$ cat config.mk
export PLATFORM = sky130hd
export DESIGN_NAME = dff_fifo_ctrl
export DESIGN_NICKNAME = d
export VERILOG_FILES = /design/src/rtl/dff_fifo_pkg.sv /design/src/rtl/dff_fifo_ctrl_onehot_rotate.sv /design/src/rtl/dff_fifo_ctrl.sv
export SDC_FILE = /design/constraint.sdc
export NUM_CORES = 1
export LEC_CHECK = 0
export ABC_AREA = 1
export CAP_MARGIN = 20
export CORE_AREA = 2 2 130 132
export CTS_CLUSTER_DIAMETER = 50
export DETAILED_ROUTE_END_ITERATION = 16
export DIE_AREA = 0 0 132 134
export PLACE_DENSITY = 0.69
export RECOVER_POWER = 100
export REMOVE_ABC_BUFFERS = 1
export SYNTH_ARGS = -nofsm -noshare
export SYNTH_HDL_FRONTEND = slang
export SYNTH_SLANG_ARGS = --single-unit
$ cat constraint.sdc
create_clock -name i_clk -period 5.63 [get_ports i_clk]
set_input_delay 1.126 -clock i_clk [delete_from_list [all_inputs] [get_ports i_clk]]
set_output_delay 1.126 -clock i_clk [all_outputs]
set_load 0.01 [all_outputs]
$ cat src/rtl/dff_fifo_pkg.sv
// ---------------------------------------------------------------------------
// dff_fifo_pkg
//   Shared constants and helpers for the DFF-bank FIFO controller.
//   - cnt_w(depth) : width of an occupancy counter that must hold 0..depth
//   - PTR_RST      : reset/flush value of the one-hot pointers (row 0)
// ---------------------------------------------------------------------------
package dff_fifo_pkg;

    localparam int PTR_RST = 1;

    function automatic int cnt_w(input int depth);
        return $clog2(depth + 1);
    endfunction

endpackage : dff_fifo_pkg

$ cat src/rtl/dff_fifo_ctrl_onehot_rotate.sv
// ---------------------------------------------------------------------------
// onehot_rotate
//   One-hot ring pointer. Starts at bit 0, rotates left by one position per
//   enabled cycle with the top bit wrapping to bit 0.
//   Ports:
//     i_clk   : clock, rising edge
//     i_reset : asynchronous active-low reset (pointer -> bit 0)
//     i_clr   : synchronous clear (pointer -> bit 0), wins over i_en
//     i_en    : advance the pointer
//     o_q     : current one-hot pointer value
// ---------------------------------------------------------------------------
module onehot_rotate
    import dff_fifo_pkg::*;
#(
    parameter int width = 16
) (
    input  logic             i_clk,
    input  logic             i_reset,
    input  logic             i_clr,
    input  logic             i_en,
    output logic [width-1:0] o_q
);

    localparam logic [width-1:0] RST_VAL = width'(PTR_RST);

    logic [width-1:0] r_q;

    always_ff @(posedge i_clk or negedge i_reset) begin
        if (!i_reset) begin
            r_q <= RST_VAL;
        end else if (i_clr) begin
            r_q <= RST_VAL;
        end else if (i_en) begin
            r_q <= {r_q[width-2:0], r_q[width-1]};
        end
    end

    assign o_q = r_q;

endmodule : onehot_rotate

$ cat src/rtl/dff_fifo_ctrl.sv
// ---------------------------------------------------------------------------
// dff_fifo_ctrl
//   Turns an external register bank (one row per entry, one-hot row select,
//   flattened read-back of all rows) into a synchronous valid/ready FIFO.
//   Ports:
//     i_clk, i_reset      : clock; asynchronous active-low reset
//     i_flush             : synchronous clear of pointers and occupancy
//     i_push_valid/o_push_ready/i_push_data : enqueue handshake
//     o_pop_valid/i_pop_ready/o_pop_data    : dequeue handshake (head entry)
//     o_count, o_almost_full                : occupancy status
//     o_bank_Rin, o_bank_we, o_bank_S       : write side of the bank
//     i_bank_Rout                           : all bank rows, row i at
//                                             [(i+1)*mem_width-1 : i*mem_width]
// ---------------------------------------------------------------------------
module dff_fifo_ctrl
    import dff_fifo_pkg::*;
#(
    parameter int mem_width       = 16,
    parameter int mem_depth       = 16,
    parameter int almost_full_lvl = mem_depth - 2
) (
    input  logic                               i_clk,
    input  logic                               i_reset,
    input  logic                               i_flush,
    input  logic                               i_push_valid,
    output logic                               o_push_ready,
    input  logic [mem_width-1:0]               i_push_data,
    output logic                               o_pop_valid,
    input  logic                               i_pop_ready,
    output logic [mem_width-1:0]               o_pop_data,
    output logic [cnt_w(mem_depth)-1:0]        o_count,
    output logic                               o_almost_full,
    output logic [mem_width-1:0]               o_bank_Rin,
    output logic                               o_bank_we,
    output logic [mem_depth-1:0]               o_bank_S,
    input  logic [mem_width*mem_depth-1:0]     i_bank_Rout
);

    localparam int CW = cnt_w(mem_depth);
    localparam logic [CW-1:0] DEPTH_C = CW'(mem_depth);

    logic [CW-1:0]        r_cnt;
    logic [mem_depth-1:0] w_wr_oh;
    logic [mem_depth-1:0] w_rd_oh;
    logic                 w_full;
    logic                 w_empty;
    logic                 w_push_fire;
    logic                 w_pop_fire;

    assign w_full  = (r_cnt == DEPTH_C);
    assign w_empty = (r_cnt == '0);

    assign o_push_ready = !w_full;
    assign o_pop_valid  = !w_empty;

    assign w_push_fire = i_push_valid & o_push_ready & !i_flush;
    assign w_pop_fire  = o_pop_valid  & i_pop_ready  & !i_flush;

    // The reset term makes the write strobe drop the moment reset asserts,
    // not just at the next edge when the counter has been cleared.
    assign o_bank_we  = w_push_fire & i_reset;
    assign o_bank_S   = w_wr_oh;
    assign o_bank_Rin = i_push_data;

    onehot_rotate #(.width(mem_depth)) u_wr_ptr (
        .i_clk   (i_clk),
        .i_reset (i_reset),
        .i_clr   (i_flush),
        .i_en    (w_push_fire),
        .o_q     (w_wr_oh)
    );

    onehot_rotate #(.width(mem_depth)) u_rd_ptr (
        .i_clk   (i_clk),
        .i_reset (i_reset),
        .i_clr   (i_flush),
        .i_en    (w_pop_fire),
        .o_q     (w_rd_oh)
    );

    // Occupancy: push-only increments, pop-only decrements, otherwise held.
    always_ff @(posedge i_clk or negedge i_reset) begin
        if (!i_reset) begin
            r_cnt <= '0;
        end else if (i_flush) begin
            r_cnt <= '0;
        end else begin
            case ({w_push_fire, w_pop_fire})
                2'b10:   r_cnt <= r_cnt + CW'(1);
                2'b01:   r_cnt <= r_cnt - CW'(1);
                default: r_cnt <= r_cnt;
            endcase
        end
    end

    assign o_count       = r_cnt;
    assign o_almost_full = (int'(r_cnt) >= almost_full_lvl);

    // Head-entry select: mask every row with its read-pointer bit, then OR.
    // Because the pointer is one-hot exactly one row survives the mask.
    logic [mem_width-1:0] w_masked [mem_depth];

    for (genvar gi = 0; gi < mem_depth; gi++) begin : g_rd_mask
        assign w_masked[gi] = i_bank_Rout[gi*mem_width +: mem_width]
                              & {mem_width{w_rd_oh[gi]}};
    end

    always_comb begin
        o_pop_data = '0;
        for (int i = 0; i < mem_depth; i++) begin
            o_pop_data = o_pop_data | w_masked[i];
        end
    end

endmodule : dff_fifo_ctrl

# == After elaboration in Yosys (flattened, before gate mapping) ==
# Cells that the tools add are included.
# Widths: inputs -> output; s select.
# classes
addsub,2
magnitude_cmp,1
eq_ne,3
n_mux,6
bitwise,36
reduce_logical,7
# op_table
op,n
$and 16x16->16,16
$or 16x16->16,15
$mux 16,4
$pmux 5 s2,1
$add 5x1->5 const B,1
$and 1x1->1,5
$eq 5x5->1 const B,1
$ge 5x4->1 const B,1
$logic_not 5->1,1
$mux 5,1
$sub 5x1->5 const B,1
$reduce_bool 2->1,2
$logic_not 1->1,3
$reduce_bool 3->1,1
$eq 2x1->1 const B,1
$eq 2x2->1 const B,1
# totals
register_bits,37
inputBits,277
out_inout_bits,57

# == Longest topological paths before layout ==
# Gate-level depths: netlist (run 1).
# depth
ltp_word,16
ltp_mapped,15
ltp_nobuf,15

# == Hierarchy ==
# Synthesis (run 1) repeated with hierarchy kept, for this count alone.
# unflattened
cells_unflattened,554
area_unflattened_um2,3505.9
# by_module_without_submodules
module,instances,cells_per_inst,area_each_um2,seq_area_each_um2
dff_fifo_ctrl,1,412,2194.6,125.1
onehot_rotate,2,71,655.6,401.6

# == Worst setup path before layout (run 1) ==
# OpenSTA, ideal clock, no wires.
# synth_timing
kind,input to output
start,input port i_flush
end,output port o_bank_we
arrival_time_ps,1761
path_slack_ps,2743
path_stages,4
n_path_buf,1
cell_sequence,inv_2 nand3_2 buf_2 nor2_1
# synth_between
elab_chain_cells,3
# synth_rtl
item,line,source
"start, declared",dff_fifo_ctrl.sv:24,"input logic i_flush,"
$logic_not 1->1,dff_fifo_ctrl.sv:56,assign w_push_fire = i_push_valid & o_push_ready & !i_flush;
$and 1x1->1,dff_fifo_ctrl.sv:56,
$and 1x1->1,dff_fifo_ctrl.sv:61,assign o_bank_we = w_push_fire & i_reset;
"end, declared",dff_fifo_ctrl.sv:34,"output logic o_bank_we,"
# Every way passes these cells.

# == Worst setup path in the final report (run 1) ==
# Ends and elaborated chain as after synthesis.

==> flow_metrics.env, run 1 <==
export IMPL_core_area_um2=16300
export IMPL_die_h_um=134
export IMPL_hold_depth=2
export IMPL_fin_cells=1005
export IMPL_endpoint_kind="primary output"
export IMPL_tritoncts="done"
export IMPL_fillers=1752
export IMPL_clk_latency_ps=290
export IMPL_layout_commonest_cell="clkdlybuf4s50_1"
export IMPL_slew_headroom_pct=39.3
export IMPL_yosysWarningCount=0
export IMPL_grt_most_used_layer="met2"
export IMPL_nets=1062
export IMPL_yosysSeqAreaShare_pct=27.7
export IMPL_die_w_um=132
export IMPL_core_rowCount=47
export IMPL_totalWireLength_mm=22.0
export IMPL_grt_pass1_wl_mm=31.1
export IMPL_clock_sinks=37
export IMPL_place_congestion=0.885
export IMPL_place_hpwl_mm=17.6
export IMPL_setup_tns_final_ps=0
export IMPL_status="completed"
export IMPL_setup_ws_ps=1240
export IMPL_synthArstFlopShare_pct=100
export IMPL_max_freq_mhz=228
export IMPL_p_leak_nw=2.66
export IMPL_grt_overflow=0
export IMPL_grt_max_degree=39
export IMPL_finClkSkew_ps=9.29
export IMPL_grt_use_total_pct=24.1
export IMPL_wl_per_cell_um=21.9
export IMPL_met1_usage_pct=23.6
export IMPL_pre_cts_slack_ps=1240
export IMPL_yosys_area_top_type_share_pct=26.1
export IMPL_clkTransAtPathRegs_ps=60
export IMPL_crit_arrival_ps=3270
export IMPL_use_met2_pct=40.9
export IMPL_start_util_pct=20.6
export IMPL_synth_area_um2=3350
export IMPL_antenna_found_initial=3
export IMPL_synth_edff_count=0
export IMPL_fin_crit_sh_pct=78.0
export IMPL_netlist_instances=523
export IMPL_synth_top_flop_cell="dfrtp_1"
export IMPL_dieArea_um2=17700
export IMPL_synth_area_leaders="dfrtp_1 26%, nand2_1 24%, a22o_1 5.5%"
export IMPL_area_growth_pct=94.2
export IMPL_grt_pass1_vias=4930
export IMPL_route_detailed_drc=0
export IMPL_numCtsBuffers=5
export IMPL_post_route_util_pct=40.0
export IMPL_vias=4785
export IMPL_final_cell_mix="258 x clkdlybuf4s50_1, 217 x nand2_1, 43 x dlygate4sd3_1"
export IMPL_postSynthRegisterBits=37
export IMPL_whs_ps=517
export IMPL_rsz0062_at_grt="no"
export IMPL_place_area_um2=6370
export IMPL_drive_gt1_share_pct=2.94
export IMPL_cap_violations=0
export IMPL_hold_buffers=0
export IMPL_cts_resized=0
export IMPL_worstHoldPathType="flip-flop to flip-flop"
export IMPL_critPathKind="primary input to primary output"
export IMPL_htreeDepth=2
export IMPL_p_per_area_nw_per_um2=203
export IMPL_p_total_mw=1.32
export IMPL_synth_top_cell_by_area="dfrtp_1"
export IMPL_antenna_left=0
export IMPL_cts_root_buf="clkbuf_16"
export IMPL_io_pin_count=334
export IMPL_netlist_cell_type_count=29
export IMPL_cp_required_ps=4500
export IMPL_viasPerCell=4.76
export IMPL_design_area_um2=6510
export IMPL_grt_util_met3_pct=14.2
export IMPL_hold_viol_final=0
export IMPL_setup_worst_path_start_class="primary input"
export IMPL_worst_pin_slew_ps=910
export IMPL_setup_viol_count_final=0
export IMPL_clockBufferDepth=2
export IMPL_r2r_cells=14
export IMPL_cp_max_fo=17
export IMPL_period_needed_ps=4390
export IMPL_initialDrtViolationCount=254
export IMPL_cts_setup_buffers=0
export IMPL_drtPass1Iterations=4
export IMPL_syn_area_per_cell_um2=6.41
export IMPL_placedCellCount=994
export IMPL_ir_drop_v=0.000282
export IMPL_io_buffers=301
export IMPL_drv_slew=0
==> final timing paths <==
path | from | endpoint | slack (ps)
worst max-delay path | i_flush | o_bank_we | 1240
worst min-delay path | u_wr_ptr.o_q[0] | u_wr_ptr.o_q[0] | 520
worst max register to register | o_count[1] | o_count[4] | 2870
worst min register to register | u_wr_ptr.o_q[0] | u_wr_ptr.o_q[0] | 520
max in group asynchronous | i_reset | u_rd_ptr.o_q[0] | 3930
min in group asynchronous | i_reset | u_wr_ptr.o_q[12] | 1330
==> sequential cells by signal, summed over array words and instances (netlist names) <==
signal and flops:
o_count 5, u_rd_ptr.o_q 16, u_wr_ptr.o_q 16
==> report_power, final <==
group / switching (mW) / leakage (nW) / internal [mW] / total (mW)
Sequential: 0.0854 / 0.505 / 0.292 / 0.377
Combinational: 0.297 / 2.09 / 0.360 / 0.657
Clock: 0.118 / 0.0708 / 0.167 / 0.285
Total: 0.501 / 2.66 / 0.819 / 1.32
==> cells by family after synthesis <==
logic type	Yosys count	share of synthesized area, %
compound gates	83	17.4
xor+xnor	2	0.523
fa+ha+maj	4	1.72
buf+inv	90	12.6
flops	37	27.7
simple gates	307	40.0
==> cell type report <==
class	count	area, um2	area share [%]
clock inverter	3	25.0	0.384
tap	220	275	4.23
clock buffer	5	125	1.92
timing repair buffer	303	3030	46.5
multi-input combinational	396	1980	30.4
inverter	38	143	2.19
antenna	3	7.51	0.115
sequential	37	928	14.3
==> Yosys cell counts (12+ instances only) <==
master,instances
nand2_1,214
dfrtp_1,35
a22o_1,21
buf_4,16
o22ai_1,28
a221oi_1,12
nor3_1,13
nand4_1,28
clkbuf_1,16
buf_2,20
inv_1,36
nand3_1,28
==> routing by layer <==
layer / vias to the layer above / part of all wire (%)
li1: 2277 / -
met1: 2199 / 35
met2: 261 / 46
met3: 46 / 14
met4: 2 / 4.2
met5: - / 0.49
==> critical path, stage by stage <==
cell           delay [ps]
dlygate4sd3_1         610
inv_1                 200
nand3_1               490
nor2_1                210
dlygate4sd3_1         620
No activity file was read; power rests on OpenSTA's default activity.
==> run 2, diff against run 1 <==
==> constraint.sdc (replaced) <==
create_clock -name i_clk -period 4.5 [get_ports i_clk]
set_input_delay 0.9 -clock i_clk [delete_from_list [all_inputs] [get_ports i_clk]]
set_output_delay 0.9 -clock i_clk [all_outputs]
set_load 0.01 [all_outputs]
==> flow_metrics.env, run 2 (same netlist as run 1, synthesis figures left out) <==
export IMPL_status="complete, but fails checks"
export IMPL_max_stage_delay_ps=630
export IMPL_antenna_left=0
export IMPL_viasPerCell=4.82
export IMPL_place_hpwl_mm=17.7
export IMPL_layout_commonest_cell="clkdlybuf4s50_1"
export IMPL_initialDrtViolationCount=264
export IMPL_endpoint_kind="primary output"
export IMPL_tritoncts="done"
export IMPL_clockBufferDepth=2
export IMPL_fin_cells=1007
export IMPL_cts_resized=0
export IMPL_design_area_um2=6510
export IMPL_finClkSkew_ps=5.41
export IMPL_setup_tns_final_ps=0
export IMPL_drv_slew=38
export IMPL_place_congestion=0.902
export IMPL_die_h_um=134
export IMPL_cp_max_fo=17
export IMPL_dieArea_um2=17700
export IMPL_whs_ps=527
export IMPL_die_w_um=132
export IMPL_numCtsBuffers=5
export IMPL_post_route_util_pct=40.0
export IMPL_cap_violations=1
export IMPL_fin_crit_sh_pct=88.0
export IMPL_drive_gt1_share_pct=2.69
export IMPL_placedCellCount=994
export IMPL_core_rowCount=47
export IMPL_cpMostUsedCell="dlygate4sd3_1"
export IMPL_wl_met2_mm=10.0
export IMPL_grt_overflow=0
export IMPL_start_util_pct=20.6
export IMPL_hold_buffers=0
export IMPL_drtPass1Iterations=5
export IMPL_clock_sinks=37
export IMPL_nets=1062
export IMPL_pre_cts_slack_ps=605
export IMPL_grt_use_total_pct=24.6
export IMPL_violations="max-capacitance violations, max-slew violations"
export IMPL_io_pin_count=334
export IMPL_cts_setup_buffers=0
export IMPL_rsz0062_at_grt="no"
export IMPL_wl_met3_mm=2.93
export IMPL_wl_met1_mm=8.13
export IMPL_grt_pass1_wl_mm=31.5
export IMPL_place_area_um2=6370
export IMPL_vias=4857
export IMPL_area_growth_pct=94.2
export IMPL_hold_viol_final=0
export IMPL_critPathSlowestCell="dlygate4sd3_1"
export IMPL_crit_arrival_ps=3060
export IMPL_crit_chain="dlygate4sd3_1, inv_1, nand3_1, nor2_1, dlygate4sd3_1"
export IMPL_setup_ws_ps=539
export IMPL_setup_worst_path_start_class="primary input"
export IMPL_io_buffers=301
export IMPL_worstHoldPathType="flip-flop to flip-flop"
export IMPL_totalWireLength_mm=22.3
export IMPL_p_leak_nw=2.66
export IMPL_slew_headroom_pct=-29.8
export IMPL_final_cell_mix="259 x clkdlybuf4s50_1, 216 x nand2_1, 42 x dlygate4sd3_1"
export IMPL_ir_drop_v=0.000344
export IMPL_cp_required_ps=3600
export IMPL_setup_viol_count_final=0
export IMPL_cts_root_buf="clkbuf_16"
export IMPL_p_per_area_nw_per_um2=252
export IMPL_clk_latency_ps=280
export IMPL_worst_pin_slew_ps=1950
export IMPL_antenna_found_initial=5
export IMPL_period_needed_ps=3960
export IMPL_critPathKind="primary input to primary output"
export IMPL_core_area_um2=16300
export IMPL_route_detailed_drc=0
export IMPL_p_total_mw=1.64
export IMPL_grt_max_degree=38
export IMPL_max_freq_mhz=252
export IMPL_top_layer_used="met5"
export IMPL_htreeDepth=2
export IMPL_clkTransAtPathRegs_ps=60
export IMPL_wl_per_cell_um=22.2
export IMPL_grt_pass1_vias=4874
-- run 2: cell count changes in the layout (fill, tap and decap cells not counted), sizes merged --
cell           change
dlygate4sd3        -1
buf                -1
diode              +2
clkbuf             +2
inv                -2
clkinvlp           +1
clkdlybuf4s50      +1
-- run 2: routing by layer --
metal | track usage [%] | vias up
li1 | - | 2283
met1 | 26.1 | 2234
met2 | 39.6 | 290
met3 | 12.6 | 48
met4 | 12.6 | 2
met5 | 4.17 | -
-- run 2: layout make-up --
| class | count | area (um2) |
|---|---|---|
| fillers | 1708 | 9780 |
| repair buffers | 303 | 3020 |
| multi-input cells | 396 | 1980 |
| flip-flops and latches | 37 | 928 |
| well taps | 220 | 275 |
| inverters | 38 | 143 |
| clock buffers | 6 | 129 |
| clock inverters | 2 | 15.0 |
| diodes | 5 | 12.5 |
-- run 2: report_power, final --
part	internal (mW)	switching [mW]	total, mW
Sequential	0.365	0.109	0.474
Clock	0.205	0.135	0.340
Combinational	0.450	0.376	0.826
-- run 2: path summary, 6_finish.rpt --
kind                                  from          endpoint  slack, ps  depth (start not counted)
setup / recovery                   i_flush         o_bank_we        540                          5
hold / removal             u_wr_ptr.o_q[0]   u_wr_ptr.o_q[0]        530                          2
setup reg to reg                o_count[1]        o_count[4]       1730                         14
hold reg to reg            u_wr_ptr.o_q[0]   u_wr_ptr.o_q[0]        530                          2
max in group asynchronous          i_reset  u_rd_ptr.o_q[14]       1630                          2
min in group asynchronous          i_reset  u_wr_ptr.o_q[14]       1750                          2
-- run 2: critical path, delay by kind of cell --
kind	cells	cell delay [ps]
and+or+nand+nor	2	690
buffers and inverters	3	1470
